==> src/rtl/program_bus_sequencer_pkg.sv <==
// program_bus_pkg: sequencer T-states, opcodes and bus-source encoding for program_bus_sequencer.
package program_bus_pkg;

    typedef enum logic [2:0] {
        T0   = 3'd0,
        T1   = 3'd1,
        T2   = 3'd2,
        T3   = 3'd3,
        T4   = 3'd4,
        HALT = 3'd5
    } t_state_e;

    localparam logic [3:0] OP_NOP = 4'h0;
    localparam logic [3:0] OP_LDA = 4'h1;
    localparam logic [3:0] OP_ADD = 4'h2;
    localparam logic [3:0] OP_SUB = 4'h3;
    localparam logic [3:0] OP_STA = 4'h4;
    localparam logic [3:0] OP_JMP = 4'h6;
    localparam logic [3:0] OP_JC  = 4'h7;
    localparam logic [3:0] OP_JZ  = 4'h8;
    localparam logic [3:0] OP_OUT = 4'hE;
    localparam logic [3:0] OP_HLT = 4'hF;

    typedef enum logic [2:0] {
        BUS_NONE = 3'd0,
        BUS_PC   = 3'd1,
        BUS_MEM  = 3'd2,
        BUS_OPND = 3'd3,
        BUS_ACC  = 3'd4,
        BUS_USER = 3'd5
    } bus_sel_e;

endpackage

==> src/rtl/program_bus_sequencer_if.sv <==
// program_bus_sequencer_if: user load port and processor-state outputs; FLAGS_EN adds carry/zero flags.
interface program_bus_sequencer_if #(
    parameter int DATA_W = 8,
    parameter int ADDR_W = 4
);
    logic              op;
    logic [DATA_W-1:0] data_in;
    logic [ADDR_W-1:0] user_address;
    logic              write_memory;
    logic [DATA_W-1:0] bus_out;
    logic [ADDR_W-1:0] pc;
    logic [DATA_W-1:0] ir;
    logic [DATA_W-1:0] acc;
    logic [DATA_W-1:0] out_reg;
    logic [2:0]        t_state;
    logic              halted;
`ifdef FLAGS_EN
    logic              carry_flag;
    logic              zero_flag;
`endif

    modport master (
        output op, data_in, user_address, write_memory,
`ifdef FLAGS_EN
        input carry_flag, zero_flag,
`endif
        input bus_out, pc, ir, acc, out_reg, t_state, halted
    );

    modport slave (
        input op, data_in, user_address, write_memory,
`ifdef FLAGS_EN
        output carry_flag, zero_flag,
`endif
        output bus_out, pc, ir, acc, out_reg, t_state, halted
    );
endinterface

==> src/rtl/program_bus_sequencer_ram.sv <==
// program_ram: 2**ADDR_W x DATA_W program/data RAM, asynchronous read, one synchronous write port.
module program_ram #(
    parameter int DATA_W = 8,
    parameter int ADDR_W = 4
) (
    input  logic              clk,
    input  logic              we,
    input  logic [ADDR_W-1:0] wa,
    input  logic [DATA_W-1:0] wd,
    input  logic [ADDR_W-1:0] ra,
    output logic [DATA_W-1:0] rd
);
    logic [DATA_W-1:0] mem [2**ADDR_W];

    always_ff @(posedge clk)
        if (we) mem[wa] <= wd;

    assign rd = mem[ra];
endmodule

==> src/rtl/program_bus_sequencer.sv <==
// program_bus_sequencer: program RAM, shared bus and T0-T4 fetch/execute sequencer with accumulator.
// FLAGS_EN enables carry/zero flags and the JC/JZ conditional jumps.
module program_bus_sequencer
    import program_bus_pkg::*;
#(
    parameter int DATA_W = 8,
    parameter int ADDR_W = 4
) (
    input logic                     clk,
    input logic                     reset,
    program_bus_sequencer_if.slave  bus
);
    localparam int OP_W = DATA_W - ADDR_W;

    t_state_e          state, state_n;
    bus_sel_e          sel;
    logic [ADDR_W-1:0] pc, pc_n, mar, mar_n, wa, ra;
    logic [DATA_W-1:0] ir, ir_n, acc, acc_n, out_r, out_n, wd, rd;
    logic              we;
    logic [OP_W-1:0]   opf;
    logic [3:0]        opc;
    logic [ADDR_W-1:0] opnd;
    logic              mem_op;

    assign opf    = ir[DATA_W-1:ADDR_W];
    assign opnd   = ir[ADDR_W-1:0];
    // opcode fields wider than 4 bits only decode when the extra bits are zero
    assign opc    = ((opf >> 4) != '0) ? OP_NOP : opf[3:0];
    assign mem_op = (opc == OP_LDA) || (opc == OP_ADD) || (opc == OP_SUB) || (opc == OP_STA);

`ifdef FLAGS_EN
    logic              carry, carry_n, zero, zero_n;
    logic [DATA_W:0]   add_r, sub_r;
    assign add_r = {1'b0, acc} + {1'b0, rd};
    // two's-complement subtract: the carry-out is the no-borrow flag
    assign sub_r = {1'b0, acc} + {1'b0, ~rd} + {{DATA_W{1'b0}}, 1'b1};
`else
    logic [DATA_W-1:0] add_r, sub_r;
    assign add_r = acc + rd;
    assign sub_r = acc - rd;
`endif

    program_ram #(.DATA_W(DATA_W), .ADDR_W(ADDR_W)) u_ram (
        .clk(clk), .we(we), .wa(wa), .wd(wd), .ra(ra), .rd(rd)
    );

    always_ff @(posedge clk or posedge reset)
        if (reset) state <= T0;
        else       state <= state_n;

    always_comb begin
        state_n = state;
        pc_n    = pc;
        mar_n   = mar;
        ir_n    = ir;
        acc_n   = acc;
        out_n   = out_r;
`ifdef FLAGS_EN
        carry_n = carry;
        zero_n  = zero;
`endif
        sel     = BUS_NONE;
        we      = 1'b0;
        wa      = bus.user_address;
        wd      = bus.data_in;
        ra      = mar;
        if (!bus.op) begin
            state_n = T0;
            pc_n    = '0;
            we      = bus.write_memory;
            ra      = bus.user_address;
            sel     = BUS_USER;
        end else begin
            case (state)
                T0: begin
                    mar_n   = pc;
                    state_n = T1;
                    sel     = BUS_PC;
                end
                T1: begin
                    ir_n    = rd;
                    state_n = T2;
                    sel     = BUS_MEM;
                end
                T2: begin
                    pc_n    = pc + 1'b1;
                    state_n = (opc == OP_HLT) ? HALT : T3;
                end
                T3: begin
                    state_n = T4;
                    mar_n   = mem_op ? opnd : mar;
                    sel     = mem_op ? BUS_OPND : BUS_NONE;
                end
                T4: begin
                    state_n = T0;
                    case (opc)
                        OP_LDA: begin
                            acc_n = rd;
                            sel   = BUS_MEM;
                        end
                        OP_ADD: begin
                            acc_n = add_r[DATA_W-1:0];
                            sel   = BUS_MEM;
`ifdef FLAGS_EN
                            carry_n = add_r[DATA_W];
                            zero_n  = (add_r[DATA_W-1:0] == '0);
`endif
                        end
                        OP_SUB: begin
                            acc_n = sub_r[DATA_W-1:0];
                            sel   = BUS_MEM;
`ifdef FLAGS_EN
                            carry_n = sub_r[DATA_W];
                            zero_n  = (sub_r[DATA_W-1:0] == '0);
`endif
                        end
                        OP_STA: begin
                            we  = 1'b1;
                            wa  = mar;
                            wd  = acc;
                            sel = BUS_ACC;
                        end
                        OP_JMP: begin
                            pc_n = opnd;
                            sel  = BUS_OPND;
                        end
`ifdef FLAGS_EN
                        OP_JC: begin
                            pc_n = carry ? opnd : pc;
                            sel  = carry ? BUS_OPND : BUS_NONE;
                        end
                        OP_JZ: begin
                            pc_n = zero ? opnd : pc;
                            sel  = zero ? BUS_OPND : BUS_NONE;
                        end
`endif
                        OP_OUT: begin
                            out_n = acc;
                            sel   = BUS_ACC;
                        end
                        default: ;
                    endcase
                end
                default: state_n = HALT;
            endcase
        end
    end

    always_ff @(posedge clk or posedge reset)
        if (reset) begin
            pc    <= '0;
            mar   <= '0;
            ir    <= '0;
            acc   <= '0;
            out_r <= '0;
`ifdef FLAGS_EN
            carry <= 1'b0;
            zero  <= 1'b0;
`endif
        end else begin
            pc    <= pc_n;
            mar   <= mar_n;
            ir    <= ir_n;
            acc   <= acc_n;
            out_r <= out_n;
`ifdef FLAGS_EN
            carry <= carry_n;
            zero  <= zero_n;
`endif
        end

    assign bus.bus_out = (sel == BUS_PC)                       ? DATA_W'(pc)   :
                         (sel == BUS_MEM || sel == BUS_USER)   ? rd            :
                         (sel == BUS_OPND)                     ? DATA_W'(opnd) :
                         (sel == BUS_ACC)                      ? acc           : '0;
    assign bus.pc      = pc;
    assign bus.ir      = ir;
    assign bus.acc     = acc;
    assign bus.out_reg = out_r;
    assign bus.t_state = state;
    assign bus.halted  = (state == HALT);
`ifdef FLAGS_EN
    assign bus.carry_flag = carry;
    assign bus.zero_flag  = zero;
`endif
endmodule

==> src/flat_wrapper.sv <==
// flat-port wrapper written by rule: the top's interface ports become plain ports
module program_bus_sequencer_flat import program_bus_pkg::*;
#(
    parameter int DATA_W = 8,
    parameter int ADDR_W = 4
)
  (clk, reset, bus_op, bus_data_in, bus_user_address, bus_write_memory, bus_bus_out, bus_pc, bus_ir, bus_acc, bus_out_reg, bus_t_state, bus_halted);
  program_bus_sequencer_if #(.DATA_W(DATA_W), .ADDR_W(ADDR_W)) bus_i ();
  input logic clk;
  input logic reset;
  input wire logic [$bits(bus_i.op)-1:0] bus_op;
  input wire logic [$bits(bus_i.data_in)-1:0] bus_data_in;
  input wire logic [$bits(bus_i.user_address)-1:0] bus_user_address;
  input wire logic [$bits(bus_i.write_memory)-1:0] bus_write_memory;
  output wire logic [$bits(bus_i.bus_out)-1:0] bus_bus_out;
  output wire logic [$bits(bus_i.pc)-1:0] bus_pc;
  output wire logic [$bits(bus_i.ir)-1:0] bus_ir;
  output wire logic [$bits(bus_i.acc)-1:0] bus_acc;
  output wire logic [$bits(bus_i.out_reg)-1:0] bus_out_reg;
  output wire logic [$bits(bus_i.t_state)-1:0] bus_t_state;
  output wire logic [$bits(bus_i.halted)-1:0] bus_halted;
  assign bus_i.op = bus_op;
  assign bus_i.data_in = bus_data_in;
  assign bus_i.user_address = bus_user_address;
  assign bus_i.write_memory = bus_write_memory;
  assign bus_bus_out = bus_i.bus_out;
  assign bus_pc = bus_i.pc;
  assign bus_ir = bus_i.ir;
  assign bus_acc = bus_i.acc;
  assign bus_out_reg = bus_i.out_reg;
  assign bus_t_state = bus_i.t_state;
  assign bus_halted = bus_i.halted;
  program_bus_sequencer #(.DATA_W(DATA_W), .ADDR_W(ADDR_W)) u_core (.clk(clk), .reset(reset), .bus(bus_i));
endmodule
==> config.mk <==
export PLATFORM = sky130hd
export DESIGN_NAME = program_bus_sequencer_flat
export DESIGN_NICKNAME = d
export VERILOG_FILES = /design/src/rtl/program_bus_sequencer_pkg.sv /design/src/rtl/program_bus_sequencer_if.sv /design/src/rtl/program_bus_sequencer_ram.sv /design/src/rtl/program_bus_sequencer.sv /design/src/flat_wrapper.sv
export SDC_FILE = /design/constraint.sdc
export NUM_CORES = 1
export LEC_CHECK = 0
export CORE_UTILIZATION = 45
export DETAILED_ROUTE_END_ITERATION = 16
export GPL_TIMING_DRIVEN = 0
export HOLD_SLACK_MARGIN = 0.08
export PLACE_DENSITY = 0.66
export REMOVE_ABC_BUFFERS = 1
export SLEW_MARGIN = 30
export SYNTH_ARGS = -nofsm -noshare
export SYNTH_HDL_FRONTEND = slang
export SYNTH_SLANG_ARGS = --single-unit
export TNS_END_PERCENT = 20
==> constraint.sdc <==
create_clock -name clk -period 5.3 [get_ports clk]
set_input_delay 1.06 -clock clk [delete_from_list [all_inputs] [get_ports clk]]
set_output_delay 1.06 -clock clk [all_outputs]
set_load 0.005 [all_outputs]
# Word level (Yosys, flattened, before mapping)
# Memory sizes are Yosys's and may differ from the RTL's.
# Cells that the tools add are included.
# Widths: inputs -> output; s select.
word_totals:
  mem_count: 1
  ram_bits: 128
  regBits: 35
  inputBits: 16
op_classes:
  add_sub_neg: 3
  mux: 29
  eq_ne: 20
  n_reduce_logical: 14
mem_list:
  columns: ["name", "words", "width", "read_ports", "rd_clocked_by_memory_dff", "wr", "line_no", "source"]
  rows:
  - ["u_core.u_ram.mem", 16, 8, 1, 0, 1, "program_bus_sequencer_ram.sv:13", "logic [DATA_W-1:0] mem [2**ADDR_W];"]
op_table:
  columns: ["cell", "n"]
  rows:
  - ["$mux 8", 7]
  - ["$mux 4", 7]
  - ["$pmux 8 s3", 1]
  - ["$pmux 4 s2", 2]
  - ["$pmux 3 s5", 1]
  - ["$eq 3x2->1 const B", 4]
  - ["$eq 3x3->1 const B", 4]
  - ["$pmux 3 s4", 1]
  - ["$mux 3", 3]
  - ["$pmux 3 s3", 1]
  - ["$reduce_and 3->1", 3]
  - ["$add 8x8->8", 1]
  - ["$eq 4x2->1 const B", 2]
  - ["$eq 4x3->1 const B", 2]
  - ["$eq 4x4->1 const B", 2]
  - ["$sub 8x8->8", 1]
  - ["$eq 3x1->1 const B", 2]
  - ["$mux 1", 5]
  - ["$add 4x1->4 const B", 1]
  - ["$eq 4x1->1 const B", 1]
  - ["$logic_or 1x1->1", 4]
  - ["$reduce_and 2->1", 2]
  - ["$logic_not 3->1", 1]
  - ["$ne 3x1->1 const B", 1]
  - ["other kinds (7)", 7]

# Depth between registers and ports, before layout
logic_depth:
  ltp_word: 12
  depth_mapped: 20

# Modules after synthesis
# From an unflattened synthesis, not the netlist that was laid out.
unflattened:
  hier_cells: 507
  hier_area_um2: 7596.0
by_module_without_submodules:
  columns: ["module", "cells_each", "area_each_um2", "seq_area_each_um2", "n_inst"]
  rows:
  - ["program_ram", 221, 4987.3, 3843.7, 1]
  - ["program_bus_sequencer", 286, 2608.8, 875.8, 1]

# Least setup slack after synthesis
# No wires, ideal clock.
synth_timing:
  path_type: "input to register"
  startpoint: "in bus_op"
  endpoint: "reg u_core.acc[7], in the netlist u_core.bus.acc[7]"
  arrival_time_ps: 4780
  cell_stages: 19
  slack_ps: 456
  path_buffers: 2
  path_cell_list: "buf_6 mux2_4 buf_2 mux4_2 nand2_1 nand4_1 inv_1 ha_1 mux2i_1 ha_1 a21o_1 a21oi_1 o21bai_1 a21o_1 a31oi_1 xnor2_2 or3b_1 o211ai_1 a211o_1"
synth_between:
  elab_chain_cells: 4
  elab_cells_between_ends: 6
synth_lines:
  columns: ["element", "line_no", "source"]
  rows:
  - ["start: declaration", "flat_wrapper.sv:11", "input wire logic [$bits(bus_i.op)-1:0] bus_op;"]
  - ["$mux 4", "program_bus_sequencer.sv:67", "if (!bus.op) begin"]
  - ["$mem_v2 16x8", null, null]
  - ["$sub 8x8->8 / $add 8x8->8 (equally long branches)", "program_bus_sequencer.sv:40, program_bus_sequencer.sv:39", null]
  - ["$pmux 8 s3", "program_bus_sequencer.sv:96", "case (opc)"]
  - ["end signal: assignment", "program_bus_sequencer.sv:164", "acc <= acc_n;"]
  - ["end: declaration", "program_bus_sequencer.sv:18", "logic [DATA_W-1:0] ir, ir_n, acc, acc_n, out_r, out_n, wd, rd;"]
# Parallel ways exist; a longest one is shown, timed or not.
# A chain may end at the register's enable or synchronous reset.

# Worst setup path in the final report
layout_timing:
  startpoint: "in bus_user_address[1]"
  endpoint: "reg u_core.acc[7], in the netlist u_core.bus.acc[7]"
layout_between:
  elab_chain_cells: 4
  elab_cells_between_ends: 5
layout_lines:
  columns: ["element", "line_no", "source"]
  rows:
  - ["start: declaration", "flat_wrapper.sv:13", "input wire logic [$bits(bus_i.user_address)-1:0] bus_user_address;"]
  - ["$mux 4 (*)", "program_bus_sequencer.sv:67", null]
  - ["$mem_v2 16x8 (*)", null, null]
  - ["via u_core.rd[0]", "program_bus_sequencer.sv:18", null]
  - ["$sub 8x8->8 / $add 8x8->8 (equally long branches)", "program_bus_sequencer.sv:40, program_bus_sequencer.sv:39", null]
  - ["$pmux 8 s3 (*)", "program_bus_sequencer.sv:96", null]
# Mark *: on every way through the listed nets, which the timed path passes. The rest lies on a longest branch.

==> impl_results.md <==
* Status: finished, final reports clean
* CP max stage delay at 0.54 ns
* Max_slew headroom at a little over 40%
* FF+latch count, synth at ~160
* FF-to-FF End: u_core.bus.acc[7]
* Final #Nets at 648
* Largest net degree at the start of global routing at 36
* Final hold violations at 0
* Cell internal pwr at between 0.002 and 0.003 W
* Synth Flop Type: edfxtp_1
* Layout fillers at 1290
* Synth Instances at 559
* Post-synthesis sequential area ratio at 62.59%
* Die Area at between 0.015 and 0.02 mm2
* Synth Area per Inst at approximately 13 um2
* Placed Instances at just over 800
* Antenna violations before repair at 0
* Post-synth EDFFs at approximately 130
* Core area at ~0.016 mm2
* Crit path kind: in -> reg
* Final antenna diode count at 0
* Worst setup path start: bus_user_address[1]
* Fin crit period at 5.129 ns
* Placed inst area at 0.008322 mm2
* Post-Route Utilization at 55.87%
* R2R cell count at 17
* Cell Rows at 46
* Worst r2r src: u_core.mar[0]
* I/O Buffers at 55
* Area Growth Syn to Fin at 19.40%
* TritonCTS clock tree: yes
* Sequential share of power at about two fifths
* Share of cells above drive strength 1 at between 10% and 20%
* Die Y-Extent at about 130 um
* I/O Pins at between 50 and 60
* Dpl hpwl at around 12000 um
* Top delay family on crit path: compound AO/OA/AOI/OAI gates
* Clock Power Share at between 30% and 40%
* Post-Synthesis Cell Area at around 0.0075 mm2
* Netlist cell types at between 50 and 60
* Worst path depth at 19
* Drt wl/cell at roughly 21 um
* Setup WS post-layout at about 0.17 ns
* Biggest register: u_core.u_ram.mem
* CTS buffer count at 17
* Max_cap viols at 0
* Residual DRC at 0
* Multi-input combinational cell area at between 0.002 and 0.003 mm2
* Worst Max-Slew Pin Slew at approximately 0.88 ns
* TritonRoute pass-1 iters at 5
* Unrepaired setup endpoints after global routing: false
* Gpl congestion at about 0.89
* Max FFs per register at about 130
* Clk slew on worst S/H paths at about 0.070 ns
* CP required at 5.68 ns
* Leak pwr at about 3.2 nW
* Starting density of the core at between 40% and 50%
* Worst path cell trace: clkdlybuf4s50_1, mux2_4, buf_16, mux4_2, nand2_1, nand4_1, inv_1, ha_1, mux2i_1, ha_1, a21o_1, a21oi_1, o21bai_1, a21o_1, a31oi_1, xnor2_2, or3b_1, o211ai_1, a211o_1
* Final setup violating endpoints at 0
* Register area at ~0.0047 mm2
* Total gr overflow at 0
* Worst reg-to-reg setup slack at between 0.7 and 0.8 ns
* Combinational Power Share at about a quarter
* Asr flop ratio synth at approximately 21%
* CTS H-tree depth at 4
* Vias at 4979
* Crit path capture: u_core.bus.acc[7]
* Power per cell area at between 400 and 500 mW/mm2
* Final wirelength at about 18000 um
* Net Sw Frac at 30.60%
* Startpoint Class: primary input
* Total track usage at between 20% and 30%
* Sw Pwr at between 0.001 and 0.0015 W
* Cts hold-fix bufs at 0
* Tcrit/Tclk final at around 97%
* Ys Warns at 0
* Worst-Skew Late Latency at between 0.4 and 0.5 ns
* Iter 0 DRT Violations at 450
* Vias in the first global route at a little under 5k
* Max VDD drop at 0.2576 mV
* Via/cell ratio at ~5.9
* Post-Place Worst Slack at -1.496 ns
* Finished Cell Area at roughly 0.009 mm2
* First-pass GRT wire length at around 29000 um
* Slowest cell on crit path: clkdlybuf4s50_1
* Clock sink count at roughly 160
* Peak Freq at 195.0 MHz
* Fin. max-slew vios at 0
* WP data arrival at around 5.5 ns
* Root Buffer: clkbuf_16
* Non-filler cells, final at ~850
* Crit path capture type: flop
* Setup Skew at 0.009644 ns
* Worst Min Path Start: u_core.bus.out_reg[1]
* Worst Hold Class: reg -> reg
* CP Buf/Inv Count at 3
* DRT antenna net count at 0
* Die span in x at between 100 and 150 um
* Clock Path Buffers at 2
* Critical path peak fanout at 17
logic make-up (layout without fill, tap and decap cells):
kind of cell / count (synthesis) / in the layout / synth area share, %
xor gates and xnor gates: 12 / 12 / 1.493
AOI/OAI and AO/OA: 91 / 91 / 8.081
muxes: 64 / 67 / 12.69
buffers and inverters: 40 / 113 / 2.339
and+or+nand+nor: 179 / 179 / 11.05
adders and majority gates: 10 / 10 / 1.759
DFF: 163 / 163 / 62.59
cell usage after synthesis, types with 14 or more instances:
| cell | count | area (um2) |
|---|---|---|
| edfxtp_1 | 128 | 3844 |
| nand2_1 | 85 | 319.1 |
| nor2_1 | 40 | 150.1 |
| dfrtp_1 | 35 | 875.8 |
| o21ai_0 | 24 | 120.1 |
| mux2i_1 | 23 | 230.2 |
| mux4_2 | 23 | 518.0 |
| a21oi_1 | 18 | 90.09 |
| inv_1 | 17 | 63.81 |
| mux2_2 | 15 | 168.9 |
| clkbuf_1 | 14 | 52.55 |
cell type report:
| type | instances | share of cell area [%] |
|---|---|---|
| Clock buffer | 18 | 4.767 |
| Clock inverter | 14 | 1.695 |
| Sequential cell | 163 | 52.42 |
| Multi-Input combinational cell | 359 | 30.31 |
| Inverter | 17 | 0.7087 |
| Timing Repair Buffer | 64 | 7.101 |
| Tap cell | 216 | 3.002 |
power by group through the flow:
| stage | clock (W) | sequential, W | combinational (W) |
|---|---|---|---|
| floorplan | 0 | 0.00155 | 0.000599 |
| global placement | 0 | 0.00159 | 0.000881 |
| detailed placement | 0 | 0.00159 | 0.000925 |
| CTS | 0.00123 | 0.00157 | 0.000954 |
| global route | 0.00128 | 0.00159 | 0.00105 |
| finish | 0.00122 | 0.00158 | 0.000968 |
what timing repair did:
item / CTS / global route
pin swaps: 0 / 2
endpoints found under the setup margin: 13 / 1
hold endpoints to repair: 0 / 0
resized for setup: 9 / 2
buffers inserted: 2 / 3
cloned: 3 / 0
routing by layer:
metal  track usage, %  wire [um]  share of wire [%]  up-vias
met1            28.95       7757                 42     2491
met3            6.211       1108                6.1       30
met4            8.463        468                2.6        0
met5                0          0                  0        -
met2            35.95       8917                 49      220
li1                 -          -                  -     2238
metrics by stage:
step                      power (W)  TNS [ns]  hold WS, ns
final                      0.003767         0       0.5103
after global routing       0.003920         0       0.5325
after CTS                  0.003760         0       0.5112
after detailed placement   0.002519    -9.390       0.4963
after global placement     0.002469    -15.96       0.4899
after floorplan            0.002150         0       0.4887
cells in the final DEF (no fill, tap or decap), types with 3 or more instances in the layout:
master / netlist / final
nand2b_1: 3 / 3
nor2_1: 40 / 40
a21o_1: 4 / 4
a222oi_1: 3 / 3
inv_6: 0 / 3
a31oi_1: 10 / 10
clkinv_4: 0 / 3
a211oi_1: 5 / 5
nand2_1: 85 / 85
buf_4: 1 / 8
nor3_1: 8 / 6
nand3_1: 6 / 6
clkbuf_16: 0 / 17
a21oi_1: 18 / 18
ha_1: 9 / 9
nor3b_1: 6 / 5
inv_1: 17 / 16
nand4_1: 4 / 4
mux4_2: 23 / 23
mux2i_1: 23 / 23
mux2_2: 15 / 16
o21ai_0: 24 / 23
and2_1: 10 / 10
edfxtp_1: 128 / 128
and3_1: 4 / 4
xnor2_1: 10 / 10
a22oi_1: 3 / 3
clkdlybuf4s50_1: 0 / 53
mux2_4: 1 / 3
a22o_1: 3 / 3
dfrtp_1: 35 / 35
worst min path at each step:
stage,end,slack (ns),cells after the start
floorplan,u_core.mar[1],0.49,2
global placement,u_core.bus.out_reg[0],0.49,1
detailed placement,u_core.bus.out_reg[1],0.50,1
CTS,u_core.bus.out_reg[1],0.51,1
global route,u_core.bus.out_reg[2],0.53,1
finish,u_core.bus.out_reg[1],0.51,1
No activity file was read; power rests on OpenSTA's default activity.
